`src/rtl/validator_pkg.sv`:
```
// Shared types and constants for the validator scheduler and its arbiter.
// Holds the FSM state encoding, default transaction width and counter widths.
package validator_pkg;

    localparam int DATA_W_DEF = 128;
    localparam int THR_W      = 4;
    localparam int STAT_W     = 16;

    typedef enum logic [1:0] {
        ST_IDLE,
        ST_ISSUE,
        ST_THROTTLE
    } sched_state_t;

endpackage

```
`src/rtl/rr_arbiter.sv`:
```
// Round-robin arbiter: one-hot grant to the first valid requester after last_id.
// Latency: combinational, 0 cycles.
// Backpressure: none; the caller decides whether the grant is taken.
module rr_arbiter #(
    parameter int NUM_REQ = 4
) (
    input  logic [NUM_REQ-1:0]         req,
    input  logic [$clog2(NUM_REQ)-1:0] last_id,
    output logic [NUM_REQ-1:0]         grant,
    output logic [$clog2(NUM_REQ)-1:0] grant_id,
    output logic                       grant_vld
);
    localparam int ID_W = $clog2(NUM_REQ);

    logic [ID_W:0]   sum;
    logic [ID_W-1:0] idx;

    always_comb begin
        grant     = '0;
        grant_id  = '0;
        grant_vld = 1'b0;
        sum       = '0;
        idx       = '0;
        // Scan from last_id+1 upward, wrapping, so the previous winner is checked last.
        for (int i = 1; i <= NUM_REQ; i++) begin
            sum = {1'b0, last_id} + (ID_W+1)'(i);
            if (sum >= (ID_W+1)'(NUM_REQ))
                sum = sum - (ID_W+1)'(NUM_REQ);
            idx = sum[ID_W-1:0];
            if (!grant_vld && req[idx]) begin
                grant_vld  = 1'b1;
                grant[idx] = 1'b1;
                grant_id   = idx;
            end
        end
    end

endmodule

```
`src/rtl/validator_scheduler.sv`:
```
// Round-robin scheduler feeding one transaction per issue to the validator; optional stats via VALIDATOR_SCHED_STATS_EN.
// Latency: 1 cycle from handshake to o_valid; GAP idle cycles forced after each issue.
// Backpressure: o_req_ready only in ISSUE with i_enable high; o_valid is not backpressured.
module validator_scheduler
    import validator_pkg::*;
#(
    parameter int NUM_REQ = 4,
    parameter int GAP     = 0,
    parameter int DATA_W  = DATA_W_DEF
) (
    input  logic                        clk,
    input  logic                        rst,
    input  logic                        i_enable,
    input  logic [NUM_REQ-1:0]          i_req_valid,
    input  logic [NUM_REQ*DATA_W-1:0]   i_req_data,
    output logic [NUM_REQ-1:0]          o_req_ready,
    output logic                        o_valid,
    output logic [DATA_W-1:0]           o_transaction,
    output logic [$clog2(NUM_REQ)-1:0]  o_req_id,
`ifdef VALIDATOR_SCHED_STATS_EN
    output logic [NUM_REQ*STAT_W-1:0]   o_issue_cnt,
`endif
    output logic                        o_busy
);
    localparam int ID_W = $clog2(NUM_REQ);

    sched_state_t       state;
    logic [THR_W-1:0]   thr_cnt;
    logic [ID_W-1:0]    last_id;
    logic [NUM_REQ-1:0] grant;
    logic [ID_W-1:0]    grant_id;
    logic               grant_vld;
    logic               issue_ok;
    logic               fire;
    logic               any_req;
    logic [DATA_W-1:0]  sel_data;

    rr_arbiter #(.NUM_REQ(NUM_REQ)) u_arb (
        .req       (i_req_valid),
        .last_id   (last_id),
        .grant     (grant),
        .grant_id  (grant_id),
        .grant_vld (grant_vld)
    );

    assign any_req     = |i_req_valid;
    assign issue_ok    = (state == ST_ISSUE) && i_enable;
    assign fire        = issue_ok && grant_vld;
    assign o_req_ready = issue_ok ? grant : '0;
    assign o_busy      = (state != ST_IDLE);

    always_comb begin
        sel_data = '0;
        for (int k = 0; k < NUM_REQ; k++)
            if (grant[k])
                sel_data = i_req_data[k*DATA_W +: DATA_W];
    end

    always_ff @(posedge clk or negedge rst) begin
        if (!rst) begin
            state         <= ST_IDLE;
            thr_cnt       <= '0;
            last_id       <= ID_W'(NUM_REQ-1);
            o_valid       <= 1'b0;
            o_transaction <= '0;
            o_req_id      <= '0;
        end else begin
            o_valid <= fire;
            if (fire) begin
                o_transaction <= sel_data;
                o_req_id      <= grant_id;
                last_id       <= grant_id;
            end
            case (state)
                ST_IDLE: begin
                    if (i_enable && any_req)
                        state <= ST_ISSUE;
                end
                ST_ISSUE: begin
                    // No handshake covers both enable dropping and every requester withdrawing.
                    if (!fire)
                        state <= ST_IDLE;
                    else if (GAP == 0)
                        state <= ST_ISSUE;
                    else begin
                        state   <= ST_THROTTLE;
                        thr_cnt <= THR_W'(GAP);
                    end
                end
                ST_THROTTLE: begin
                    thr_cnt <= thr_cnt - 1'b1;
                    if (thr_cnt == THR_W'(1))
                        state <= (i_enable && any_req) ? ST_ISSUE : ST_IDLE;
                end
                default: state <= ST_IDLE;
            endcase
        end
    end

`ifdef VALIDATOR_SCHED_STATS_EN
    logic [STAT_W-1:0] issue_cnt [NUM_REQ];

    for (genvar k = 0; k < NUM_REQ; k++) begin : g_stats
        always_ff @(posedge clk or negedge rst) begin
            if (!rst)
                issue_cnt[k] <= '0;
            else if (fire && grant[k] && (issue_cnt[k] != '1))
                issue_cnt[k] <= issue_cnt[k] + 1'b1;
        end
        assign o_issue_cnt[k*STAT_W +: STAT_W] = issue_cnt[k];
    end
`endif

endmodule

```
`config.mk`:
```
export PLATFORM = sky130hd
export DESIGN_NAME = validator_scheduler
export DESIGN_NICKNAME = d
export VERILOG_FILES = /design/src/rtl/validator_pkg.sv /design/src/rtl/rr_arbiter.sv /design/src/rtl/validator_scheduler.sv
export SDC_FILE = /design/constraint.sdc
export NUM_CORES = 1
export LEC_CHECK = 0
export ABC_CLOCK_PERIOD_IN_PS = 9600
export CAP_MARGIN = 5
export CORE_AREA = 5 5 249 251
export CTS_CLUSTER_DIAMETER = 50
export DETAILED_ROUTE_END_ITERATION = 16
export DIE_AREA = 0 0 254 256
export HOLD_SLACK_MARGIN = 0.05
export PLACE_DENSITY = 0.47
export SLEW_MARGIN = 0
export SYNTH_ARGS = -nofsm -noshare
export SYNTH_HDL_FRONTEND = slang
export SYNTH_SLANG_ARGS = --single-unit
```
`constraint.sdc`:
```
create_clock -name clk -period 9.6 [get_ports clk]
set_input_delay 0.96 -clock clk [delete_from_list [all_inputs] [get_ports clk]]
set_output_delay 0.96 -clock clk [all_outputs]
set_load 0.005 [all_outputs]
```
==> key figures <==
Worst setup path
  – Worst Path Arrival: 4.37 ns
  – Max Fanout on Critical Path: 75
  – Reg2reg path depth: 9
  – CP Capture Type: output port
  – Worst path required time: 8.64 ns
  – Critical path type: reg -> out
  – FF-to-FF Start: last_id[0]$_DFFE_PN1P_
  – Crit path capture: o_req_ready[2]
  – Worst R2R Setup Slack: 4.46 ns
  – Origin of the worst setup path: last_id[0]$_DFFE_PN1P_
  – Worst flop-to-flop path endpoint: o_transaction[62]$_DFFE_PN0P_
  – CP Launch Type: flip-flop

Clock network
  – Htree depth: 4
  – Hold Buf Count CTS: 0
  – Root buffer cell: clkbuf_16
  – Postcts setup bufs: 0
  – CTS tree: built
  – CTS clk-pin slew, worst paths: 0.07 ns
  – Clock tree sinks: 134
  – CTS resizes: 0
  – TritonCTS buffer count: 17
  – CTS max path bufs: 2
  – Clk_lat worst skew: 0.48 ns

Yosys
  – Post-synth EDFFs: 0
  – Net Count, Synth: 1,792
  – Sequential share of the synthesized area: 30.66%
  – Mapped Cells: 1,265
  – Syn_area_per_cell: 8.652 um^2
  – Synth Register Bits: 134
  – Share of Yosys cell area claimed by the top area cell type: 30.18%
  – Synthesized cell area: 10,940 um^2
  – Cell taking the most area after synthesis: dfrtp_1
  – Synth top area cells: dfrtp_1, a2111oi_2, a21boi_0
  – Ys async rst share: 100.0%
  – Synth warn: 0
  – Post-synth cell types: 50
  – Main flop type after synthesis: dfrtp_1

Placement
  – Inst Count DP: 2,571
  – DP HPWL: 44,520 um
  – IO buf count: 654
  – Cell Area, Placed: 17,860 um^2
  – Routability cong.: 0.8229

Floorplan
  – Num rows: 90
  – DIE WIDTH: 254 um
  – Core ar.: 59,680 um^2
  – Io pins: 655
  – Die Area: 65,020 um^2
  – Die height: 256 um
  – Initial core utilization: 18.34%

STA
  – Period utilization: 55.52%
  – Worst-Margin Slew: 1.143 ns
  – Final setup fails: 0
  – Crit path time final: 5.330 ns
  – Fin Hold WS: 0.4803 ns
  – Unrepaired setup endpoints after global routing: no
  – Setup tns final: 0 ns
  – Achievable Freq: 0.1876 GHz
  – Max-slew headroom: 23.83%
  – Hold Violations, Final: 0
  – Clk_skew: 0.006025 ns
  – Slew Viols, Final: 0

GRT
  – Vias in the first global route: 13,170
  – Initial antenna violation count: 13
  – Largest net degree at the start of global routing: 89
  – Gr ovfl total: 0
  – GRT Total Usage: 18.73%
  – First-pass GRT wire length: 92,340 um

Cells and area
  – Sequential cell area: 3356 um^2
  – Multi-input logic area: 6828 um^2
  – Filler Cell Count: 6,276
  – Most common cell after layout, fill and taps aside: clkdlybuf4s50_1
  – Post-layout net count: 2,335
  – Final cell count without fillers: 2,613
  – Layout area overhead: 68.61%
  – Cell area after layout: 18,450 um^2
  – Commonest cells after routing, fill and taps aside: clkdlybuf4s50_1, nand2_1, o21ai_0
  – Layout cells sized above 1: 10.38%

Hold path
  – Min-delay worst type: reg -> reg

Drt
  – DRT iter0 DRCs: 902
  – Pre-Repair DR Iteration Count: 5
  – Drt wl/cell: 24.30 um
  – Routed Antenna Nets: 0
  – Remaining DRCs: 0
  – Via Count: 12,780
  – Final wirelength: 63,500 um
  – Post-DR vias/cell: 4.891

Power
  – Max IR drop VDD: 228.6 uV
  – Static leakage: 6.406 nW
  – PnR Total Power: 0.005654 W
  – Pwr dens: 306.4 nW/um^2

Run
  – Maxcap violations: 0

Status
  – Outcome: finished clean
==> state kept, by name (all words and copies together) (netlist names) <==
register and flops:
o_req_id 2, last_id 2, o_valid 1, o_transaction 128
state 1
==> metal layers <==
| layer | track usage (%) | vias to the layer above | wire, um |
|---|---|---|---|
| met3 | 5.741 | 76 | 5072 |
| met5 | 0 | - | 27 |
| met2 | 31.38 | 535 | 31230 |
| met1 | 22.75 | 6282 | 25460 |
| met4 | 6.489 | 4 | 1711 |
| li1 | - | 5884 | - |
==> power breakdown <==
group / total, W / switching [W] / internal, W / leakage (nW)
clock network: 0.000687 / 0.000305 / 0.000382 / 0.272
logic: 0.00397 / 0.00228 / 0.00169 / 4.45
registers: 0.00100 / 0.000175 / 0.000826 / 1.68
==> through the flow <==
| step | util [%] | worst slack (ns) |
|---|---|---|
| 3_5_place_dp | 29.93 | 4.226 |
| 2_1_floorplan | - | 5.649 |
| 4_1_cts | 30.88 | 3.998 |
| 3_3_place_gp | 29.93 | 4.179 |
| 5_1_grt | 30.91 | 3.822 |
| 6_report | 30.92 | 4.270 |
==> worst max-delay path, stage by stage (launching register included) <==
cell             delay, ns
dfstp_2               0.80
inv_1                 0.26
ha_1                  0.60
mux2i_1               0.23
mux2_4                0.78
nor2_1                0.26
a2bb2oi_4             0.23
nor2_1                0.14
clkdlybuf4s50_1       0.57
==> final cells by class <==
type	instances	share of cell area (%)
multi-input combinational	978	37.00
timing repair buffer	672	36.22
sequential	134	18.19
tap	782	5.302
clock buffer	24	2.665
clock inverter	8	0.3933
antenna	10	0.1356
inverter	5	0.1017
==> cells in the mapped netlist, drive strengths merged, types with 2 or more instances <==
library cell,instances
nand2,140
nand2b,4
dfrtp,132
a22oi,129
or3b,2
o211ai,3
a21boi,129
buf,41
nand3b,2
nor2,132
a2111oi,130
o22ai,3
a21oi,4
o21ai,260
mux2i,7
clkbuf,107
ha,8
inv,5
mux4,3
nor3b,2
dfstp,2
==> worst min-delay path by stage <==
stage / from / endpoint / cells past startpoint
after detailed placement: o_req_id[1]$_DFFE_PN0P_ / o_req_id[1]$_DFFE_PN0P_ / 2
after global routing: o_req_id[1]$_DFFE_PN0P_ / o_req_id[1]$_DFFE_PN0P_ / 2
after CTS: o_req_id[1]$_DFFE_PN0P_ / o_req_id[1]$_DFFE_PN0P_ / 2
after global placement: o_req_id[1]$_DFFE_PN0P_ / o_req_id[1]$_DFFE_PN0P_ / 2
final: o_req_id[1]$_DFFE_PN0P_ / o_req_id[1]$_DFFE_PN0P_ / 2
after floorplan: o_req_id[1]$_DFFE_PN0P_ / o_req_id[1]$_DFFE_PN0P_ / 2
==> cell families (layout without fill, tap and decap cells) <==
logic type	after synthesis	after routing	synth area share [%]
AOI/OAI and AO/OA	669	669	48.77
and+or+nand+nor	290	290	10.56
buffers and inverters	153	709	7.728
DFF	134	134	30.66
muxes	11	11	1.360
adders and majority gates	8	8	0.9146
other	0	10	0
(Power assumes the default switching activity.)
